===== src/rtl/cmp_arbiter.sv =====
`default_nettype none
// ============================================================================
//  Module   : cmp_arbiter
//  Purpose  : Shares one subtractor-based comparator between two requesters
//             (port 0 = branch unit, port 1 = ALU SLT/SLTU path). Requests
//             are arbitrated round-robin, compared with a single WIDTH+1 bit
//             subtract, and returned through a one-entry registered response
//             stage with valid/ready backpressure (latency 1 cycle).
//  Ports    :
//    clk          in   rising-edge clock
//    reset        in   synchronous active-high reset
//    req_valid    in   [NREQ]        per-requester request valid
//    req_ready    out  [NREQ]        per-requester accept (one-hot or zero)
//    req_a/req_b  in   [NREQ*WIDTH]  operands, requester i at [i*WIDTH +: WIDTH]
//    req_op       in   [NREQ*3]      funct3: 000 EQ 001 NE 100 LT 101 GE
//                                    110 LTU 111 GEU (010/011 illegal)
//    rsp_valid    out  response valid
//    rsp_ready    in   response consumer ready
//    rsp_id       out  requester that owns the response
//    rsp_result   out  comparison outcome
//    rsp_illegal  out  op was 010 or 011 (result forced to 0)
//  Options  : define CMP_ARB_FIXED_PRIORITY_EN to make port 0 always win a
//             tie (port 1 may starve); otherwise arbitration is round-robin.
//  Revision : 1.0  initial release
// ============================================================================
module cmp_arbiter #(
    parameter int WIDTH = 32,
    parameter int NREQ  = 2
) (
    input  logic                  clk,
    input  logic                  reset,
    input  logic [NREQ-1:0]       req_valid,
    output logic [NREQ-1:0]       req_ready,
    input  logic [NREQ*WIDTH-1:0] req_a,
    input  logic [NREQ*WIDTH-1:0] req_b,
    input  logic [NREQ*3-1:0]     req_op,
    output logic                  rsp_valid,
    input  logic                  rsp_ready,
    output logic                  rsp_id,
    output logic                  rsp_result,
    output logic                  rsp_illegal
);

    // funct3 encodings
    localparam logic [2:0] C_OP_EQ  = 3'b000;
    localparam logic [2:0] C_OP_NE  = 3'b001;
    localparam logic [2:0] C_OP_LT  = 3'b100;
    localparam logic [2:0] C_OP_GE  = 3'b101;
    localparam logic [2:0] C_OP_LTU = 3'b110;
    localparam logic [2:0] C_OP_GEU = 3'b111;

    typedef enum logic [0:0] {
        ST_EMPTY = 1'b0,
        ST_FULL  = 1'b1
    } state_t;

    state_t r_state;
    state_t w_state_nxt;

    logic   r_rsp_id;
    logic   r_rsp_result;
    logic   r_rsp_illegal;

    logic   w_can_accept;
    logic   w_accept;
    logic   w_consume;
    logic   w_grant;
    logic [NREQ-1:0] w_grant_oh;

    logic [WIDTH-1:0] w_a;
    logic [WIDTH-1:0] w_b;
    logic [2:0]       w_op;
    logic [WIDTH:0]   w_diff;
    logic             w_eq;
    logic             w_lts;
    logic             w_ltu;
    logic             w_result;
    logic             w_illegal;

    // ------------------------------------------------------------------------
    // Handshake
    // ------------------------------------------------------------------------
    assign rsp_valid    = (r_state == ST_FULL);
    assign w_consume    = rsp_valid & rsp_ready;
    // A consumed response frees the register in the same cycle, so a new
    // request can be taken while the old one leaves (full throughput).
    assign w_can_accept = (r_state == ST_EMPTY) | w_consume;
    assign w_accept     = w_can_accept & (|req_valid);

    // ------------------------------------------------------------------------
    // Arbitration
    // ------------------------------------------------------------------------
`ifdef CMP_ARB_FIXED_PRIORITY_EN
    // Port 0 wins every tie; no fairness state is kept.
    always_comb begin
        w_grant = 1'b0;
        if (!req_valid[0] && req_valid[1]) begin
            w_grant = 1'b1;
        end
    end
`else
    // Last granted requester; reset to 1 so port 0 wins the first tie.
    logic r_rr_last;

    always_comb begin
        w_grant = 1'b0;
        if (req_valid[0] && req_valid[1]) begin
            w_grant = ~r_rr_last;
        end else if (req_valid[1]) begin
            w_grant = 1'b1;
        end
    end

    always_ff @(posedge clk) begin
        if (reset) begin
            r_rr_last <= 1'b1;
        end else if (w_accept) begin
            r_rr_last <= w_grant;
        end
    end
`endif

    assign w_grant_oh = {w_grant, ~w_grant};
    assign req_ready  = w_accept ? w_grant_oh : '0;

    // ------------------------------------------------------------------------
    // Shared datapath on the granted operands
    // ------------------------------------------------------------------------
    assign w_a  = w_grant ? req_a[WIDTH +: WIDTH] : req_a[0 +: WIDTH];
    assign w_b  = w_grant ? req_b[WIDTH +: WIDTH] : req_b[0 +: WIDTH];
    assign w_op = w_grant ? req_op[3 +: 3]        : req_op[0 +: 3];

    // A - B as A + ~B + 1; the carry out is the inverted borrow.
    assign w_diff = {1'b0, w_a} + {1'b0, ~w_b} + {{WIDTH{1'b0}}, 1'b1};
    assign w_eq   = (w_diff[WIDTH-1:0] == '0);
    assign w_ltu  = ~w_diff[WIDTH];
    // When the signs differ the subtract may overflow, but the answer is
    // then simply "A is the negative one".
    assign w_lts  = (w_a[WIDTH-1] != w_b[WIDTH-1]) ? w_a[WIDTH-1]
                                                   : w_diff[WIDTH-1];

    always_comb begin
        w_result  = 1'b0;
        w_illegal = 1'b0;
        case (w_op)
            C_OP_EQ:  w_result = w_eq;
            C_OP_NE:  w_result = ~w_eq;
            C_OP_LT:  w_result = w_lts;
            C_OP_GE:  w_result = ~w_lts;
            C_OP_LTU: w_result = w_ltu;
            C_OP_GEU: w_result = ~w_ltu;
            default:  w_illegal = 1'b1;
        endcase
    end

    // ------------------------------------------------------------------------
    // Response FSM
    // ------------------------------------------------------------------------
    always_comb begin
        w_state_nxt = r_state;
        if (w_accept) begin
            w_state_nxt = ST_FULL;
        end else if (w_consume) begin
            w_state_nxt = ST_EMPTY;
        end
    end

    always_ff @(posedge clk) begin
        if (reset) begin
            r_state <= ST_EMPTY;
        end else begin
            r_state <= w_state_nxt;
        end
    end

    // Response payload only moves on accept, so it is held under backpressure.
    always_ff @(posedge clk) begin
        if (reset) begin
            r_rsp_id      <= 1'b0;
            r_rsp_result  <= 1'b0;
            r_rsp_illegal <= 1'b0;
        end else if (w_accept) begin
            r_rsp_id      <= w_grant;
            r_rsp_result  <= w_result;
            r_rsp_illegal <= w_illegal;
        end
    end

    assign rsp_id      = r_rsp_id;
    assign rsp_result  = r_rsp_result;
    assign rsp_illegal = r_rsp_illegal;

endmodule
`default_nettype wire

===== config.mk =====
export PLATFORM = sky130hd
export DESIGN_NAME = cmp_arbiter
export DESIGN_NICKNAME = d
export VERILOG_FILES = /design/src/rtl/cmp_arbiter.sv
export SDC_FILE = /design/constraint.sdc
export NUM_CORES = 1
export LEC_CHECK = 0
export ABC_CLOCK_PERIOD_IN_PS = 12400
export CAP_MARGIN = 15
export CELL_PAD_IN_SITES_DETAIL_PLACEMENT = 0
export CELL_PAD_IN_SITES_GLOBAL_PLACEMENT = 1
export CORE_MARGIN = 2
export CORE_UTILIZATION = 32
export DETAILED_ROUTE_END_ITERATION = 16
export GPL_TIMING_DRIVEN = 0
export HOLD_SLACK_MARGIN = 0.06
export PLACE_DENSITY_LB_ADDON = 0.1
export SLEW_MARGIN = 20
export SYNTH_ARGS = -nofsm -noshare
export SYNTH_HDL_FRONTEND = slang
export SYNTH_SLANG_ARGS = --single-unit

===== constraint.sdc =====
create_clock -name clk -period 12.4 [get_ports clk]
set_clock_uncertainty 0.2 [all_clocks]
set_input_delay 2.48 -clock clk [delete_from_list [all_inputs] [get_ports clk]]
set_output_delay 2.48 -clock clk [all_outputs]
set_load 0.03 [all_outputs]

After elaboration in Yosys (flattened, before gate mapping) --
Index checks and enable logic that the tools add are counted.
Storage, ports and cells: flip-flop bits (word level) 5, bits in latches 0, RAM bits 0, memory bits (read-only) 0, input port bits 139, output and inout bits 6, logic and storage cells 40, memories kept 0
Cells by class: add/sub/neg operators 2, multiply operators 0, div/mod/pow operators 0, $lt $le $gt $ge 0, equality and inequality tests 6, shift operators 0, multiplexer cells 11, bitwise operators 10, reductions and logical operators 6
Operators by type and width (number):
- two-way mux 32 bit | 2
- adder 32 x 32 -> 33 bit | 1
- adder 33 x 1 -> 33 bit, second input constant | 1
- zero test 32 bit | 1
- NOT 32 bit | 1
- equality test 3 bit, second input constant | 4
- two-way mux 1 bit | 6
- NOT 1 bit | 6
- case mux 1 bit (6 select lines) | 1
- OR reduction 6 bit | 1
- equality test 3 x 1 -> 1 bit, second input constant | 1
- zero test 3 bit | 1
- two-way mux 3 bit | 1
- bitwise AND 1 bit | 2
- two-way mux 2 bit | 1
- nonzero test 2 bit | 1
- OR reduction 2 bit | 1
- logical AND 1 bit | 1
- inequality test 1 bit | 1
- OR 1 bit | 1

Logic depth before layout (Yosys ltp) --
Gate-level depths: netlist of run 1.
depth after elaboration 9, depth in mapped cells 29

Worst setup path after synthesis of run 1 --
Ideal clock, no wire load.
path kind input port to flip-flop, start input port req_valid[1], end register r_rsp_result, in the netlist rsp_result, data arrival time 8.019 ns, setup slack 4.064 ns, stages on the path 29, cell sequence a21boi_1 > clkbuf_1 > clkbuf_1 > mux2i_1 > ha_1 > buf_4 > nor3_1 > or2_1 > a211oi_2 > o21ai_1 > a31oi_4 > a41oi_1 > o21ai_1 > a21o_1 > a21oi_1 > o21ai_0 > a21oi_1 > fa_1 > nand2_1 > a211oi_1 > nor4b_1 > nand4_1 > nor4_1 > nand4_1 > nor4_1 > o2111ai_1 > nor4_2 > xor2_1 > o2bb2ai_1
Between the ends: longest elaborated chain between the ends 9, elaborated cells between the ends (all ways) 24
RTL lines:
- start, declared | RTL line 32 | input logic [NREQ-1:0] req_valid,
- two-way mux 1 bit or logical AND 1 bit (tied branches) | RTL line 109, 107
- two-way mux 1 bit | RTL line 107 | if (req_valid[0] && req_valid[1]) begin
- two-way mux 32 bit | RTL line 130 | assign w_b = w_grant ? req_b[WIDTH +: WIDTH] : req_b[0 +: WIDTH];
- NOT 32 bit | RTL line 134 | assign w_diff = {1'b0, w_a} + {1'b0, ~w_b} + {{WIDTH{1'b0}}, 1'b1};
- adder 32 x 32 -> 33 bit | RTL line 134
- adder 33 x 1 -> 33 bit | RTL line 134
- zero test 32 bit or two-way mux 1 bit (tied branches) | RTL line 135, 139
- NOT 1 bit, on equally long branches | RTL line 147, 149
- case mux 1 bit (6 select lines) | RTL line 145 | case (w_op)
- end signal, assigned | RTL line 184 | r_rsp_result <= w_result;
- end, declared | RTL line 61 | logic r_rsp_result;
Several ways; a longest one is shown, not always the timed one. A chain may end at the register's enable or synchronous reset.

Final worst setup path of run 1 --
Ends and elaborated chain as after synthesis.

==> run metrics, run 1 <==
DRC Markers 0; worst path arrival time 10.04 ns; Tot GR Track Use around 17%; largest stage delay on the critical path 0.63 ns; maximum root-to-sink buffer count 2; worst setup path class in -> reg; GR Overflow Total 0; area of the placeable core around 9700 um^2; most instantiated flip-flop cell in the synthesis netlist sky130_fd_sc_hd__dfxtp_1; most used cell along the critical path sky130_fd_sc_hd__clkbuf_1; pin count of the biggest net entering global routing 11; Die Span X 103 um; Post-Route Hold Slack 0.264 ns; Commonest cells post-synth sky130_fd_sc_hd__mux2i_1 (41), sky130_fd_sc_hd__mux2_2 (33), sky130_fd_sc_hd__ha_1 (32), sky130_fd_sc_hd__nor2_1 (32); status completed; Critical Path End Type flop; largest fanout of any net on the critical path 10; Period minus WS final 10.13 ns; worst-margin pin slew 0.756 ns; Syn Std Cell Area 3160 um^2; number of CTS-inserted buffers 3; floorplan row count 36; Clock Root Buffer sky130_fd_sc_hd__clkbuf_8; number of maximum-capacitance violations 0; # H-tree levels 1; routed vias 3536; first-pass iteration count of the detailed router 4; max-slew violation total from the final report 0; RSZ-0062 raised after global routing no; starting density of the core 32.7%; Tcrit/Tclk final 81.7%; register bit total from synthesis 5; min-delay worst type reg -> reg; Critical Path Slowest Stage Cell sky130_fd_sc_hd__clkbuf_1; Power Dens Cells 70.8 nW/um^2; kind of start point of the critical path input port; gp weighted congestion ~0.84; DR vias/cell 5.17; Synth warnings 0; most frequent cell after synthesis sky130_fd_sc_hd__mux2i_1; total half-perimeter wirelength after legalization and detailed placement 8340 um; share of the synthesized area in the top cell type 13.0%; number of failing setup endpoints in the final timing report 0; post-synthesis net count 576; ys async rst share 0%; TritonCTS clock tree yes; fraction of layout cells with a size suffix above 1 12.3%; I/O Pins 145; average instance area after synthesis 7.85 um^2; Max rail drop VDD 0.0000315 V; reported leakage power 1.90 nW; area overhead of the layout relative to synthesis 52.2%; number of library cell types mapped by synthesis 78; number of antenna violations at the first check in global routing 0; total negative slack for setup checks 0 ns; power after layout ~0.00034 W; number of post-CTS setup repair buffers 0; number of antenna-violating nets in the routed design 0; vertical die dimension 103 um; required time worst endpoint 12.30 ns; clock slew at the register clock pins of the worst setup and hold paths 0.03 ns; wire length of the first global-routing pass between 15000 and 20000 um; antenna diode count 0; EDFF count, synth 0; total detailed-routing wirelength 9680 um; via count of the first global-routing pass between 3000 and 4000; number of hold buffers added after CTS 0; dominant cells by area after synthesis sky130_fd_sc_hd__mux2i_1 (13%), sky130_fd_sc_hd__ha_1 (13%), sky130_fd_sc_hd__mux2_2 (12%); # resized after CTS 0; area of the die around 11000 um^2; CTS sink cnt 5; final net count ~730; hold violation count in the final report 0; number of standard cells after synthesis approximately 400; worst skew pair latency around 0.22 ns; number of DRC violations after detailed-routing iteration 0 about 160; maximum operating frequency 0.0987 GHz; WL/cell roughly 14 um; portion of the post-synthesis area used by sequential elements 3.16%; cell taking the most area after synthesis sky130_fd_sc_hd__mux2i_1; I/O Buffers 144; worst relative slew slack 49.6%
## power by group
group | switching [W] | leakage [nW] | internal, W
combinational | 0.000147 | 1.84 | 0.000146
clock | 0.00000785 | 0.0228 | 0.0000221
sequential | 0.000000740 | 0.0415 | 0.0000176
## metrics by stage
step / worst slack (ns) / utilization [%] / std cells / area, um^2
finish: 2.27 / 49.7 / 684 / 4820
global route: 1.50 / 49.7 / 684 / 4820
CTS: 2.21 / 49.7 / 684 / 4820
detailed placement: 2.02 / 49.3 / 680 / 4770
global placement: 1.90 / 49.3 / 680 / 4770
floorplan: 4.06 / - / 403 / 3160
## cell families after synthesis
group	share of synthesized area, %
mux	25.2
flops	3.16
buf+inv	4.71
compound gates	25.4
xor+xnor	3.88
simple gates	23.7
fa+ha+maj	13.9
## layout by cell type (no fill, tap or decap), types with 4 or more instances in the layout
cell type / count
sky130_fd_sc_hd__a211oi_1: 6
sky130_fd_sc_hd__a21boi_0: 4
sky130_fd_sc_hd__a21o_1: 10
sky130_fd_sc_hd__a21oi_1: 28
sky130_fd_sc_hd__a31oi_1: 4
sky130_fd_sc_hd__and3_1: 7
sky130_fd_sc_hd__buf_2: 5
sky130_fd_sc_hd__clkbuf_1: 11
sky130_fd_sc_hd__clkdlybuf4s50_1: 144
sky130_fd_sc_hd__dfxtp_1: 5
sky130_fd_sc_hd__ha_1: 32
sky130_fd_sc_hd__inv_1: 12
sky130_fd_sc_hd__mux2_2: 33
sky130_fd_sc_hd__mux2i_1: 41
sky130_fd_sc_hd__nand2_1: 28
sky130_fd_sc_hd__nand2b_1: 6
sky130_fd_sc_hd__nand3_1: 11
sky130_fd_sc_hd__nand4_1: 4
sky130_fd_sc_hd__nor2_1: 32
sky130_fd_sc_hd__nor2b_1: 7
sky130_fd_sc_hd__nor3_1: 10
sky130_fd_sc_hd__nor3b_1: 4
sky130_fd_sc_hd__nor4_1: 5
sky130_fd_sc_hd__o2111ai_1: 5
sky130_fd_sc_hd__o21ai_0: 4
sky130_fd_sc_hd__o21ai_1: 5
sky130_fd_sc_hd__or3_1: 4
sky130_fd_sc_hd__xnor2_1: 5
sky130_fd_sc_hd__xor2_1: 9
## sequential cells by signal, indices dropped and copies added, names as in the netlist
register	count
rsp_illegal	1
rsp_result	1
r_rr_last	1
rsp_valid	1
rsp_id	1
## cell type report
cell class / count / area [um^2]
buffer: 20 / 104
clock buffer: 4 / 45.0
fill: 1017 / 4870
inverter: 12 / 45.0
multi-input combinational: 366 / 2920
sequential: 5 / 100
tap: 133 / 166
timing repair buffer: 144 / 1440
## critical path: cells and delay by family
| kind | cells | cell delay, ns |
|---|---|---|
| compound gates | 13 | 2.72 |
| buf+inv | 4 | 1.91 |
| simple gates | 8 | 1.70 |
| fa+ha+maj | 2 | 0.81 |
| mux | 1 | 0.19 |
| xor+xnor | 1 | 0.19 |
## per-layer routing
metal / part of all wire, % / track usage (%) / vias up
met4: 0.10 / 0.607 / 0
met1: 48 / 24.4 / 1597
li1: - / - / 1832
met2: 46 / 29.7 / 104
met3: 6.0 / 1.48 / 3
met5: 0 / 0 / -
## final timing paths
kind / startpoint / cells after the start / slack, ns / to
setup reg to reg: r_rr_last / 28 / 4.78 / rsp_result
hold / removal: r_rr_last / 1 / 0.26 / r_rr_last
hold reg to reg: r_rr_last / 1 / 0.26 / r_rr_last
setup / recovery: req_valid[1] / 29 / 2.27 / rsp_result
(Power assumes the default switching activity.)
==> inputs of run 2 (changes only) <==
ABC_CLOCK_PERIOD_IN_PS = 9100   (was 12400)
CORE_UTILIZATION = 27   (was 32)
clock period = 9.1 ns   (was 12.4 ns; I/O delays follow)
==> run metrics, run 2 (synthesis results as in run 1) <==
status completed (unchanged); startpoint of the lowest-slack register-to-register path r_rr_last (unchanged); most common cell after layout, fill and taps aside sky130_fd_sc_hd__clkdlybuf4s50_1 (unchanged); DR vias/cell 5.15 (was 5.17); CTS sink cnt 5 (unchanged); maximum root-to-sink buffer count 2 (unchanged); worst setup path class in -> reg (unchanged); min-delay worst type reg -> reg (unchanged); worst path arrival time 8.61 ns (was 10.04 ns); kind of start point of the critical path input port (unchanged); TritonCTS clock tree yes (unchanged); I/O Buffers 144 (unchanged); # H-tree levels 1 (unchanged); WL/cell 15.0 um (was 14.2 um); area overhead of the layout relative to synthesis 54.7% (was 52.2%); reported leakage power 1.94 nW (was 1.90 nW); largest stage delay on the critical path 0.51 ns (was 0.63 ns); number of CTS-inserted buffers 3 (unchanged); RSZ-0062 raised after global routing no (unchanged); most frequent cells in the layout sky130_fd_sc_hd__clkdlybuf4s50_1 (144), sky130_fd_sc_hd__mux2i_1 (40), sky130_fd_sc_hd__mux2_2 (33) (was sky130_fd_sc_hd__clkdlybuf4s50_1 (144), sky130_fd_sc_hd__mux2i_1 (41), sky130_fd_sc_hd__mux2_2 (33)); hold violation count in the final report 0 (unchanged); worst-margin pin slew 0.697 ns (was 0.756 ns); total detailed-routing wirelength 10400 um (was 9680 um); number of failing setup endpoints in the final timing report 0 (unchanged); max-slew violation total from the final report 0 (unchanged); total half-perimeter wirelength after legalization and detailed placement 8810 um (was 8340 um); area of the placeable core 11400 um^2 (was 9680 um^2); Critical Path End Type flop (unchanged); Clock Root Buffer sky130_fd_sc_hd__clkbuf_16 (was sky130_fd_sc_hd__clkbuf_8); Max rail drop VDD 0.000122 V (was 0.0000315 V); Die Span X 112 um (was 103 um); number of antenna-violating nets in the routed design 0 (unchanged); pin count of the biggest net entering global routing 11 (unchanged); wire length of the first global-routing pass 16700 um (was 15100 um); number of hold buffers added after CTS 0 (unchanged); DRC Markers 0 (unchanged); fraction of layout cells with a size suffix above 1 13.8% (was 12.3%); antenna diode count 0 (unchanged); starting density of the core 27.7% (was 32.7%); origin of the worst setup path req_valid[1] (unchanged); final net count 725 (unchanged); net switching component of the power 0.000219 W (was 0.000155 W); vertical die dimension 112 um (was 103 um); first-pass iteration count of the detailed router 4 (unchanged); hold wc startpoint rsp_illegal (was r_rr_last); via count of the first global-routing pass 3577 (was 3262); maximum operating frequency about 0.11 GHz; Buf/Inv on CP 4 (unchanged); internal power 0.000282 W (was 0.000186 W); worst relative slew slack 53.5% (was 49.6%); largest fanout of any net on the critical path 10 (unchanged); kind of cell adding the most delay to the critical path compound AO/OA/AOI/OAI gates (unchanged); Power Dens Cells 102 nW/um^2 (was 70.8 nW/um^2); area of the die 12600 um^2 (was 10700 um^2); Period minus WS final 8.70 ns; required time worst endpoint 9.01 ns (was 12.30 ns); relative contribution of combinational cells to total power 80.4% (was 85.8%); gp weighted congestion 0.848 (was 0.845); total negative slack for setup checks 0 ns (unchanged); Sw Ratio 43.7% (was 45.6%); floorplan row count 39 (was 36); number of DRC violations after detailed-routing iteration 0 148 (was 155); share of power burned in registers 5.0% (was 5.4%); clock slew at the register clock pins of the worst setup and hold paths 0.03 ns (about the same); Critical Path Slowest Stage Cell sky130_fd_sc_hd__clkdlybuf4s50_1 (was sky130_fd_sc_hd__clkbuf_1); Tcrit/Tclk final 95.6%; I/O Pins 145 (unchanged); worst skew pair latency 0.23 ns (was 0.22 ns); number of antenna violations at the first check in global routing 0 (unchanged); Post-Route Hold Slack 0.286 ns (was 0.264 ns); routed vias 3576 (was 3536); number of maximum-capacitance violations 0 (unchanged); GR Overflow Total 0 (unchanged); Tot GR Track Use 15.6% (was 17.1%); Clock power frac 14.6% (was 8.8%)
## run 2: worst reg2reg max path: cells and delay by family, from the launching register on
kind / cells / cell delay, ns
AO/OA/AOI/OAI: 13 / 2.39
XOR/XNOR: 1 / 0.20
adder cells (fa/ha/maj): 2 / 0.78
buffers and inverters: 3 / 0.80
flip-flops: 1 / 0.33
multiplexers: 1 / 0.14
AND/OR/NAND/NOR: 9 / 1.90
## run 2: worst paths after layout
check / to / cells after the start / slack [ns]
setup reg to reg: rsp_result / 29 / 2.22
setup / recovery: rsp_result / 30 / 0.40
hold reg to reg: rsp_illegal / 2 / 0.29
hold / removal: rsp_illegal / 2 / 0.29
## run 2: cell type report
type,instances,area (um^2)
buffer,20,118
tap,143,179
sequential,5,100
inverter,12,45.0
fill,1201,6520
multi-input combinational,366,2930
clock buffer,4,78.8
timing repair buffer,144,1440
## run 2: through the flow
stage / util (%) / power [W] / setup slack [ns] / area (um^2) / cells
after floorplan: - / 0.000296 / 1.42 / 3160 / 403
after global placement: 41.9 / 0.000423 / -0.856 / 4780 / 690
after detailed placement: 41.9 / 0.000426 / -0.896 / 4780 / 690
after CTS: 42.7 / 0.000502 / 0.0725 / 4870 / 694
after global routing: 42.9 / 0.000545 / 0.0102 / 4900 / 694
final: 42.9 / 0.000502 / 0.401 / 4900 / 694
## run 2: per-layer routing
layer | part of all wire [%] | track usage [%] | vias to the layer above
met5 | 0 | 0 | -
met2 | 47 | 28.2 | 105
met3 | 5.3 | 1.73 | 2
li1 | - | - | 1833
met4 | 0.12 | 0.732 | 0
met1 | 47 | 20.9 | 1636
## run 2: what timing repair did
item | 4_1_cts | 5_1_grt
resized for setup | 6 | 8
endpoints found under the hold margin | 0 | 0
endpoints found under the setup margin | 1 | 1
setup buffers | 0 | 0
## run 2: power by group through the flow
stage / combinational [W] / clock, W / sequential [W]
2_1_floorplan: 0.000268 / 0 / 0.0000281
3_3_place_gp: 0.000398 / 0 / 0.0000251
3_5_place_dp: 0.000401 / 0 / 0.0000252
4_1_cts: 0.000404 / 0.0000732 / 0.0000250
5_1_grt: 0.000444 / 0.0000752 / 0.0000255
6_report: 0.000403 / 0.0000731 / 0.0000252
==> inputs of run 3 (changes only) <==
GPL_TIMING_DRIVEN = default   (was 0)
==> run metrics, run 3 (synthesis results as in run 1) <==
placed cell area 4730 um^2 (was 4780 um^2); total detailed-routing wirelength 9920 um (was 10400 um); floorplan row count 39 (unchanged); worst relative slew slack 63.4% (was 53.5%); hold violation count in the final report 0 (unchanged); startpoint of the lowest-slack register-to-register path r_rr_last (unchanged); fraction of layout cells with a size suffix above 1 11.8% (was 13.8%); DRC Markers 0 (unchanged); number of antenna-violating nets in the routed design 0 (unchanged); worst skew pair latency 0.22 ns (was 0.23 ns); hold wc startpoint rsp_id (was rsp_illegal); starting density of the core 27.7% (unchanged); origin of the worst setup path req_valid[1] (unchanged); # resized after CTS 0 (was 6); maximum operating frequency 0.122 GHz (was 0.115 GHz); final setup margin 0.905 ns (was 0.401 ns); total negative slack for setup checks 0 ns (unchanged); most common cell after layout, fill and taps aside sky130_fd_sc_hd__clkdlybuf4s50_1 (unchanged); Max rail drop VDD 0.000130 V (was 0.000122 V); Period minus WS final 8.19 ns (was 8.70 ns); reported leakage power 1.89 nW (was 1.94 nW); final net count 708 (was 725); status completed (unchanged); CTS sink cnt 5 (unchanged); min-delay worst type reg -> reg (unchanged); DR vias/cell 5.20 (was 5.15); cell area after layout 4810 um^2 (was 4900 um^2); area overhead of the layout relative to synthesis 51.9% (was 54.7%); Critical Path End Type flop (unchanged); number of DRC violations after detailed-routing iteration 0 165 (was 148); vertical die dimension 112 um (unchanged); worst path arrival time 8.11 ns (was 8.61 ns); routed vias 3518 (was 3576); WL/cell 14.7 um (was 15.0 um); clock slew at the register clock pins of the worst setup and hold paths 0.03 ns (about the same); Tot GR Track Use 15.1% (was 15.6%); multi-input logic area 2930 um^2 (about the same); worst setup path class in -> reg (unchanged); number of CTS-inserted buffers 3 (unchanged); I/O Buffers 144 (unchanged); TritonCTS clock tree yes (unchanged); RSZ-0062 raised after global routing no (unchanged); area of the placeable core 11400 um^2 (unchanged); Tcrit/Tclk final 90.1% (was 95.6%); first-pass iteration count of the detailed router 4 (unchanged); gp weighted congestion 0.843 (was 0.848); via count of the first global-routing pass 3478 (was 3577); sequential cell area in the final layout 100 um^2 (unchanged); required time worst endpoint 9.01 ns (about the same); total half-perimeter wirelength after legalization and detailed placement 8620 um (was 8810 um); wire length of the first global-routing pass 16400 um (was 16700 um); pre-CTS setup slack 0.631 ns (was -0.896 ns); GR Overflow Total 0 (unchanged); maximum root-to-sink buffer count 2 (unchanged); worst-margin pin slew 0.547 ns (was 0.697 ns); number of post-CTS setup repair buffers 0 (unchanged); antenna diode count 0 (unchanged); area of the die 12600 um^2 (unchanged); kind of start point of the critical path input port (unchanged); most frequent cells in the layout sky130_fd_sc_hd__clkdlybuf4s50_1 (144), sky130_fd_sc_hd__mux2i_1 (41), sky130_fd_sc_hd__mux2_2 (33) (was sky130_fd_sc_hd__clkdlybuf4s50_1 (144), sky130_fd_sc_hd__mux2i_1 (40), sky130_fd_sc_hd__mux2_2 (33)); largest fanout of any net on the critical path 34 (was 10); max-slew violation total from the final report 0 (unchanged); pin count of the biggest net entering global routing 35 (was 11); number of hold buffers added after CTS 0 (unchanged); number of maximum-capacitance violations 0 (unchanged); layout filler cell count 1200 (was 1201); I/O Pins 145 (unchanged); Clock Root Buffer sky130_fd_sc_hd__clkbuf_16 (unchanged); Power Dens Cells 102 nW/um^2 (about the same); number of failing setup endpoints in the final timing report 0 (unchanged); number of antenna violations at the first check in global routing 0 (unchanged); # H-tree levels 1 (unchanged); Die Span X 112 um (unchanged)
==> run 3: where the power goes <==
| part | switching, W | internal (W) | leakage, nW |
|---|---|---|---|
| Combinational | 0.000198 | 0.000197 | 1.81 |
| Clock | 0.0000138 | 0.0000580 | 0.0382 |
| Sequential | 0.00000108 | 0.0000240 | 0.0415 |
==> run 3: cell type report <==
cell class / count / area share (%)
Sequential cell: 5 / 2.08
Inverter: 12 / 0.937
Clock buffer: 4 / 1.64
Tap cell: 143 / 3.72
Multi-Input combinational cell: 366 / 60.9
Timing Repair Buffer: 147 / 30.7
==> run 3: path summary, 6_finish.rpt <==
check	endpoint	slack (ns)	cells after the start
hold reg to reg	rsp_id	0.28	2
hold / removal	rsp_id	0.28	2
setup / recovery	rsp_result	0.91	27
setup reg to reg	rsp_result	2.73	26
==> run 3: critical path: stages <==
cell and delay (ns):
sky130_fd_sc_hd__clkdlybuf4s50_1 0.51, sky130_fd_sc_hd__a21boi_4 0.51, sky130_fd_sc_hd__buf_12 0.29, sky130_fd_sc_hd__mux2_2 0.36
sky130_fd_sc_hd__ha_1 0.43, sky130_fd_sc_hd__o21ai_1 0.15, sky130_fd_sc_hd__o21bai_1 0.23, sky130_fd_sc_hd__nor2_1 0.12
sky130_fd_sc_hd__a31oi_4 0.25, sky130_fd_sc_hd__a41oi_1 0.20, sky130_fd_sc_hd__o21ai_1 0.25, sky130_fd_sc_hd__a21o_1 0.15
sky130_fd_sc_hd__a21oi_1 0.06, sky130_fd_sc_hd__o21ai_0 0.16, sky130_fd_sc_hd__a21oi_1 0.10, sky130_fd_sc_hd__fa_1 0.49
sky130_fd_sc_hd__nand2_1 0.05, sky130_fd_sc_hd__a211oi_1 0.19, sky130_fd_sc_hd__nor4b_1 0.26, sky130_fd_sc_hd__nand4_1 0.13
sky130_fd_sc_hd__nor4_1 0.28, sky130_fd_sc_hd__nand4_1 0.13, sky130_fd_sc_hd__nor4_1 0.34, sky130_fd_sc_hd__o2111ai_1 0.18
sky130_fd_sc_hd__nor4_2 0.21, sky130_fd_sc_hd__xor2_1 0.17, sky130_fd_sc_hd__o2bb2ai_1 0.07
==> run 3: routing by layer <==
layer  global-route usage, %  vias up  wire (um)
met4                   0.488        0          0
met5                       0        -          0
li1                        -     1801          -
met2                    26.1       89       4590
met3                    1.78        0        521
met1                    21.4     1628       4810
==> run 3: stage by stage <==
step / total power (W) / hold slack [ns] / instances / util [%]
finish: 0.000492 / 0.282 / 677 / 42.1
detailed placement: 0.000421 / 0.279 / 673 / 41.4
global route: 0.000536 / 0.320 / 677 / 42.1
floorplan: 0.000296 / 0.236 / 403 / -
global placement: 0.000421 / 0.271 / 673 / 41.4
CTS: 0.000495 / 0.287 / 677 / 42.1
